==> config.mk <==
export PLATFORM = sky130hd
export DESIGN_NAME = spi_ram_slave_burst
export DESIGN_NICKNAME = d
export VERILOG_FILES = /design/src/rtl/spi_ram_pkg.sv /design/src/rtl/spi_ram_mem.sv /design/src/rtl/spi_ram_slave_burst.sv
export SDC_FILE = /design/constraint.sdc
export NUM_CORES = 2
export LEC_CHECK = 0
export BUFFER_PORTS_ARGS = -buffer_cell sky130_fd_sc_hd__buf_2
export CAP_MARGIN = 20
export CORE_AREA = 2 2 364 366
export CTS_CLUSTER_SIZE = 28
export DETAILED_ROUTE_END_ITERATION = 10
export DIE_AREA = 0 0 366 368
export PLACE_DENSITY = 0.8
export SLEW_MARGIN = 20
export SYNTH_ARGS = -nofsm -noshare
export SYNTH_HDL_FRONTEND = slang
export SYNTH_SLANG_ARGS = --single-unit
==> constraint.sdc <==
create_clock -name clk -period 4.9 [get_ports clk]
set_input_delay 0.245 -clock clk [delete_from_list [all_inputs] [get_ports clk]]
set_output_delay 0.245 -clock clk [all_outputs]
set_load 0.01 [all_outputs]
==> src/rtl/spi_ram_pkg.sv <==
// Shared definitions for the SPI RAM slave: opcodes and FSM state encodings.
package spi_ram_pkg;

    // Two-bit frame opcodes, sent MSB first at the start of each frame
    localparam logic [1:0] OP_WADDR = 2'b00;
    localparam logic [1:0] OP_WDATA = 2'b01;
    localparam logic [1:0] OP_RADDR = 2'b10;
    localparam logic [1:0] OP_RDATA = 2'b11;

    typedef enum logic [2:0] {
        IDLE     = 3'd0,
        CHK_CMD  = 3'd1,
        WRITE    = 3'd2,
        READ     = 3'd3,
        EXEC     = 3'd4,
        READ_OUT = 3'd5,
        WAIT_SS  = 3'd6
    } state_t;

endpackage

==> src/rtl/spi_ram_mem.sv <==
// Single-port synchronous RAM, 2**ADDR_W x DATA_W, one-clock read latency.
// Ports:
//   clk    in   clock
//   we     in   write enable (write lands on rising edge)
//   addr   in   shared read/write address
//   wdata  in   write data
//   rdata  out  registered read data (read-before-write), valid the clock after addr
// Contents are not reset.
module spi_ram_mem #(
    parameter int unsigned ADDR_W = 8,
    parameter int unsigned DATA_W = 8
) (
    input  logic              clk,
    input  logic              we,
    input  logic [ADDR_W-1:0] addr,
    input  logic [DATA_W-1:0] wdata,
    output logic [DATA_W-1:0] rdata
);

    localparam int unsigned DEPTH = 2 ** ADDR_W;

    logic [DATA_W-1:0] mem [DEPTH];

    // Write port and registered read share one address
    always_ff @(posedge clk) begin
        if (we) begin
            mem[addr] <= wdata;
        end
        rdata <= mem[addr];
    end

endmodule

==> src/rtl/spi_ram_slave_burst.sv <==
// SPI slave with on-chip RAM and auto-incrementing write/read pointers (burst access).
// Frame: 2-bit opcode + PAY_W payload bits (+ even-parity bit when SPI_PARITY_EN
// is defined), MSB first, one bit per clk while SS_n is low. The first clock with
// SS_n low is a select cycle; the opcode MSB is sampled on the following clock.
//   00 wr_ptr = payload      01 RAM[wr_ptr] = payload, wr_ptr++
//   10 rd_ptr = payload      11 read RAM[rd_ptr] out on MISO, rd_ptr++
// Read data appears on MISO starting two clocks after the last frame bit
// (one idle clock for RAM latency), DATA_W bits MSB first.
// Optional feature macro: SPI_PARITY_EN (per-frame even parity, sticky parity_err).
// Ports:
//   clk         in   system clock, SS_n/MOSI sampled on rising edge
//   rst_n       in   asynchronous active-low reset
//   SS_n        in   slave select, active low, frame boundary
//   MOSI        in   serial in, MSB first
//   MISO        out  serial out, MSB first (registered)
//   busy        out  1 while FSM is not IDLE (registered)
//   parity_err  out  sticky parity error (tied 0 without SPI_PARITY_EN)
module spi_ram_slave_burst
    import spi_ram_pkg::*;
#(
    parameter int unsigned ADDR_W = 8,
    parameter int unsigned DATA_W = 8
) (
    input  logic clk,
    input  logic rst_n,
    input  logic SS_n,
    input  logic MOSI,
    output logic MISO,
    output logic busy,
    output logic parity_err
);

    localparam int unsigned PAY_W    = (ADDR_W > DATA_W) ? ADDR_W : DATA_W;
`ifdef SPI_PARITY_EN
    localparam int unsigned PAR_W    = 1;
`else
    localparam int unsigned PAR_W    = 0;
`endif
    localparam int unsigned FRAME_W  = 2 + PAY_W + PAR_W;
    localparam int unsigned LAST_BIT = PAY_W + PAR_W;
    localparam int unsigned CNT_MAX  = (LAST_BIT > DATA_W) ? LAST_BIT : DATA_W;
    localparam int unsigned CNT_W    = $clog2(CNT_MAX + 1);

    state_t              state;
    logic [CNT_W-1:0]    cnt;
    logic [FRAME_W-1:0]  shift_in;
    logic [DATA_W-1:0]   shift_out;
    logic [ADDR_W-1:0]   wr_ptr;
    logic [ADDR_W-1:0]   rd_ptr;

    logic [1:0]          op_c;
    logic [PAY_W-1:0]    payload_c;
    logic                frame_ok_c;
    logic                mem_we_c;
    logic [ADDR_W-1:0]   mem_addr_c;
    logic [DATA_W-1:0]   mem_rdata;

    // Frame field decode from the completed shift-in register
    assign op_c      = shift_in[FRAME_W-1 -: 2];
    assign payload_c = shift_in[PAR_W +: PAY_W];
`ifdef SPI_PARITY_EN
    assign frame_ok_c = ~(^shift_in);
`else
    assign frame_ok_c = 1'b1;
`endif

    // A frame counts only if SS_n is still low during EXEC, matching the FSM's SS_n priority
    assign mem_we_c   = (state == EXEC) && !SS_n && frame_ok_c && (op_c == OP_WDATA);
    assign mem_addr_c = (op_c == OP_RDATA) ? rd_ptr : wr_ptr;

    spi_ram_mem #(
        .ADDR_W (ADDR_W),
        .DATA_W (DATA_W)
    ) u_mem (
        .clk   (clk),
        .we    (mem_we_c),
        .addr  (mem_addr_c),
        .wdata (payload_c[DATA_W-1:0]),
        .rdata (mem_rdata)
    );

    // Frame FSM, counters, pointers and registered outputs
    always_ff @(posedge clk or negedge rst_n) begin
        if (!rst_n) begin
            state     <= IDLE;
            cnt       <= '0;
            shift_in  <= '0;
            shift_out <= '0;
            wr_ptr    <= '0;
            rd_ptr    <= '0;
            MISO      <= 1'b0;
            busy      <= 1'b0;
`ifdef SPI_PARITY_EN
            parity_err <= 1'b0;
`endif
        end else if (SS_n) begin
            state <= IDLE;
            cnt   <= '0;
            MISO  <= 1'b0;
            busy  <= 1'b0;
        end else begin
            busy <= 1'b1;
            case (state)
                IDLE: begin
                    state    <= CHK_CMD;
                    cnt      <= '0;
                    shift_in <= '0;
                    MISO     <= 1'b0;
                end
                CHK_CMD: begin
                    shift_in <= {shift_in[FRAME_W-2:0], MOSI};
                    state    <= MOSI ? READ : WRITE;
                end
                WRITE, READ: begin
                    shift_in <= {shift_in[FRAME_W-2:0], MOSI};
                    cnt      <= cnt + 1'b1;
                    if (cnt == CNT_W'(LAST_BIT)) begin
                        state <= EXEC;
                    end
                end
                EXEC: begin
                    cnt   <= '0;
                    state <= WAIT_SS;
                    if (frame_ok_c) begin
                        case (op_c)
                            OP_WADDR: wr_ptr <= payload_c[ADDR_W-1:0];
                            OP_WDATA: wr_ptr <= wr_ptr + 1'b1;
                            OP_RADDR: rd_ptr <= payload_c[ADDR_W-1:0];
                            OP_RDATA: begin
                                rd_ptr <= rd_ptr + 1'b1;
                                state  <= READ_OUT;
                            end
                        endcase
                    end else begin
`ifdef SPI_PARITY_EN
                        parity_err <= 1'b1;
`endif
                    end
                end
                READ_OUT: begin
                    // cnt 0 waits out RAM latency and loads the word; 1..DATA_W shift it out
                    cnt <= cnt + 1'b1;
                    if (cnt == '0) begin
                        MISO      <= mem_rdata[DATA_W-1];
                        shift_out <= {mem_rdata[DATA_W-2:0], 1'b0};
                    end else if (cnt == CNT_W'(DATA_W)) begin
                        MISO  <= 1'b0;
                        state <= WAIT_SS;
                    end else begin
                        MISO      <= shift_out[DATA_W-1];
                        shift_out <= {shift_out[DATA_W-2:0], 1'b0};
                    end
                end
                WAIT_SS: begin
                    MISO <= 1'b0;
                end
                default: begin
                    state <= IDLE;
                end
            endcase
        end
    end

`ifndef SPI_PARITY_EN
    assign parity_err = 1'b0;
`endif

endmodule
==> results.toml <==
[outcome]
status = "finished, violations left"
failed_checks = "negative hold slack"

[timing]
rsz0062_at_grt = "false"
worst_slew_pin_slew_ns = 1.33
fin_worst_skew_ns = 0.0294
setup_ws_ns = 0.417
whs_ns = -0.0299
drv_slew = 0
max-slew-margin-rel_pct = 11.0
finalCritPeriodShare_pct = 91.5
max_freq_mhz = 223
hold_viol_final = 34
finalSetupTns_ns = 0
setup_viol = 0
min_period_ns = 4.48

[synthesis]
yosys.area_share.adder_pct = 0.0643
synth_edf_count = 2048
netlist_area_um2 = 77800
synth-simple-area-share_pct = 2.73
synthCells = 4349
synth_xor_area_share_pct = 0.0225
synth_flop_cell = "edfxtp_1"
syn_avg_cell_area_um2 = 17.9
synth-compound-area-share_pct = 14.7
yosysUniqueCellTypes = 54
yosysSeqAreaShare_pct = 80.6
synth_mux_area_share_pct = 0.129
synth_nets = 4357
synth_top_family_by_area = "compound AO/OA/AOI/OAI gates"
ys_ff_latch = 2098
ys_async_sr_fraction_pct = 2.00
yosys_warnings = 0

[layout]
finish.instance_area_um2 = 86100
insertedDiodeCount = 0
nNetsFinal = 4358
fill_cells = 8095
syn_to_final_growth_pct = 10.6
drive_gt1_share_pct = 8.94
layoutNonFillerInstCount = 6261

[power_and_ir_drop]
leakage_uw = 0.0272
p_seq_share_pct = 53.5
combPwrFrac_pct = 7.9
swShare_pct = 22.8
power.share.clock_pct = 38.5
ir_worst_vdd_uv = 356
power.switching_uw = 8450
p_int_uw = 28600
power_density_nw_per_um2 = 430

[worst_setup_path]
end_kind = "flop"
critPathTopFamily = "simple AND/OR/NAND/NOR gates"
required_ns = 5.62
path_cells = "nand2_4, o31ai_4, buf_4, buf_4, a22o_1, a221oi_1, o22ai_1, nor4_1, nand2_1, a2111o_1"
arrival_ns = 5.20
startpoint_type = "flop"
crit_top_cell = "buf_4"
setup.worst_path.class = "reg2reg"
cp.buffers_inverters = 2
max_stage_delay_ns = 0.97
path_max_fanout = 39
slowest_stage = "nor4_1"

[global_routing]
grt_use_met2_pct = 44.1
grt_max_degree = 161
grt_pass1_vias = 43002
busiest_layer = "met2"
grt_pass1_wl_mm = 285
use_met3_pct = 6.68
antenna_found_initial = 2
globalRouteOverflowTotal = 0
grt_usage_pct = 28.4
grt_use_met1_pct = 38.7

[detailed_routing]
vias = 45161
post_drt_wl_per_cell_um = 31.0
drtPass1Iterations = 6
vias_per_cell = 7.21
routed_wl_mm = 194
drt_iter0_drc = 7595
drc = 0
detail-route-antenna-nets = 0

[placed_design]
routabilityCongestion = 0.961
port_buffers = 5
dpl.hpwl_mm = 110
place_inst = 5906
placed_cell_area_um2 = 80000
place_ws_ns = 0.553

[flow_run]
drv_cap = 0

[floorplanning]
die-area_um2 = 135000
die_h_um = 368
initial_core_util_pct = 59.5
rows = 133
die_x_um = 366
core_area_um2 = 131000
io_pins = 7

[clock_tree]
root_buffer = "clkbuf_16"
h-tree-depth = 4
numCtsBuffers = 192
cts_tree = "built"
post_cts_buffers = 0
cts.sinks = 2098
clkTransAtPathRegs_ns = 0.06
clk_latency_ns = 0.84
clk_path_buf_depth = 3

[hold_path]
hold_class = "in2async"
==> metal layers <==
layer,routed length [µm],up-vias
li1,-,18505
met1,68600,22441
met2,91400,3687
met3,25200,524
met4,9000,4
met5,27,-
==> worst paths after layout <==
path	from	end	slack, ns	depth (start not counted)
worst max-delay path	shift_in[9]	u_mem.rdata[6]	0.42	10
worst min-delay path	rst_n	busy	-0.03	2
worst max register to register	shift_in[9]	u_mem.rdata[6]	0.42	10
worst min register to register	u_mem.rdata[0]	shift_out[1]	0.50	2
max in group asynchronous	rst_n	shift_in[6]	4.45	2
min in group clk	MOSI	shift_in[0]	0.27	3
==> state kept, by name, summed over array words and instances, names as in the netlist <==
name	flops
u_mem.mem	2048
MISO	1
state	3
busy	1
wr_ptr	8
shift_in	10
cnt	4
shift_out	7
u_mem.rdata	8
rd_ptr	8
==> layout by cell type (no fill, tap or decap), types with 5 or more instances in the layout <==
cell type      n
dfxtp_1        8
clkbuf_8       5
a21boi_0       5
or3_1          5
clkinv_2      27
nand3b_1       5
nand2b_1       8
clkinv_1      48
o22ai_1      262
nand3_1       17
bufinv_16      9
buf_4         99
nor2_1       284
a31oi_1        5
nor3_1         5
o21ai_0       12
a221oi_1     513
edfxtp_1    2048
clkbuf_16    198
a2111o_1       8
clkinvlp_4     5
a22o_1       522
dfrtp_4        8
nand2_1       79
buf_12        28
inv_1         12
a21oi_1       50
mux2i_1        9
dfrtp_1       34
o31ai_1        6
nor4_1        65
clkbuf_1      49
==> what timing repair did <==
item / in CTS / in global routing
hold buffers: 3 / 0
resized for setup: 0 / 0
endpoints found under the hold margin: 52 / 0
==> power by group through the flow <==
stage	combinational [µW]	clock [µW]	sequential, µW
after global placement	2780	0	20200
after global routing	3060	15000	19800
after detailed placement	2830	0	20200
after CTS	2860	14300	19800
after floorplan	1700	0	20300
final	2940	14300	19800
==> cell families (layout without fill, tap and decap cells) <==
logic type / after synthesis / after routing
mux: 10 / 10
other cells: 1 / 1
buf+inv: 340 / 497
xor+xnor: 2 / 2
simple gates: 487 / 487
compound gates: 1407 / 1407
fa+ha+maj: 4 / 4
flops: 2098 / 2098
==> metrics by stage <==
| step | power [µW] | utilization, % |
|---|---|---|
| 2_1_floorplan | 22000 | - |
| 6_report | 37000 | 65.8 |
| 4_1_cts | 37000 | 65.8 |
| 5_1_grt | 37900 | 65.8 |
| 3_3_place_gp | 23000 | 61.2 |
| 3_5_place_dp | 23000 | 61.2 |
==> area by class of cell <==
cell class	instances	area [µm²]	area share, %
clock buffer	252	5210	6.05
clock inverter	98	781	0.907
inverter	13	48.8	0.0567
multi-input combinational	1911	13800	16.0
sequential	2098	62700	72.9
tap	1755	2200	2.55
timing repair buffer	134	1350	1.57
==> Yosys cell counts (10+ instances only) <==
| cell type | instances | area share (%) |
|---|---|---|
| o21ai_0 | 12 | 0.077 |
| mux2i_1 | 10 | 0.13 |
| buf_1 | 24 | 0.12 |
| nand2_1 | 81 | 0.39 |
| nor2_1 | 285 | 1.4 |
| dfrtp_1 | 42 | 1.4 |
| nor4_1 | 66 | 0.53 |
| a221oi_1 | 513 | 5.8 |
| a21oi_1 | 50 | 0.32 |
| a22o_1 | 522 | 5.9 |
| nand3_1 | 17 | 0.11 |
| o22ai_1 | 262 | 2.1 |
| clkbuf_1 | 228 | 1.1 |
| inv_1 | 12 | 0.058 |
| buf_2 | 71 | 0.46 |
| edfxtp_1 | 2048 | 79 |
No activity file was read; power rests on OpenSTA's default activity.
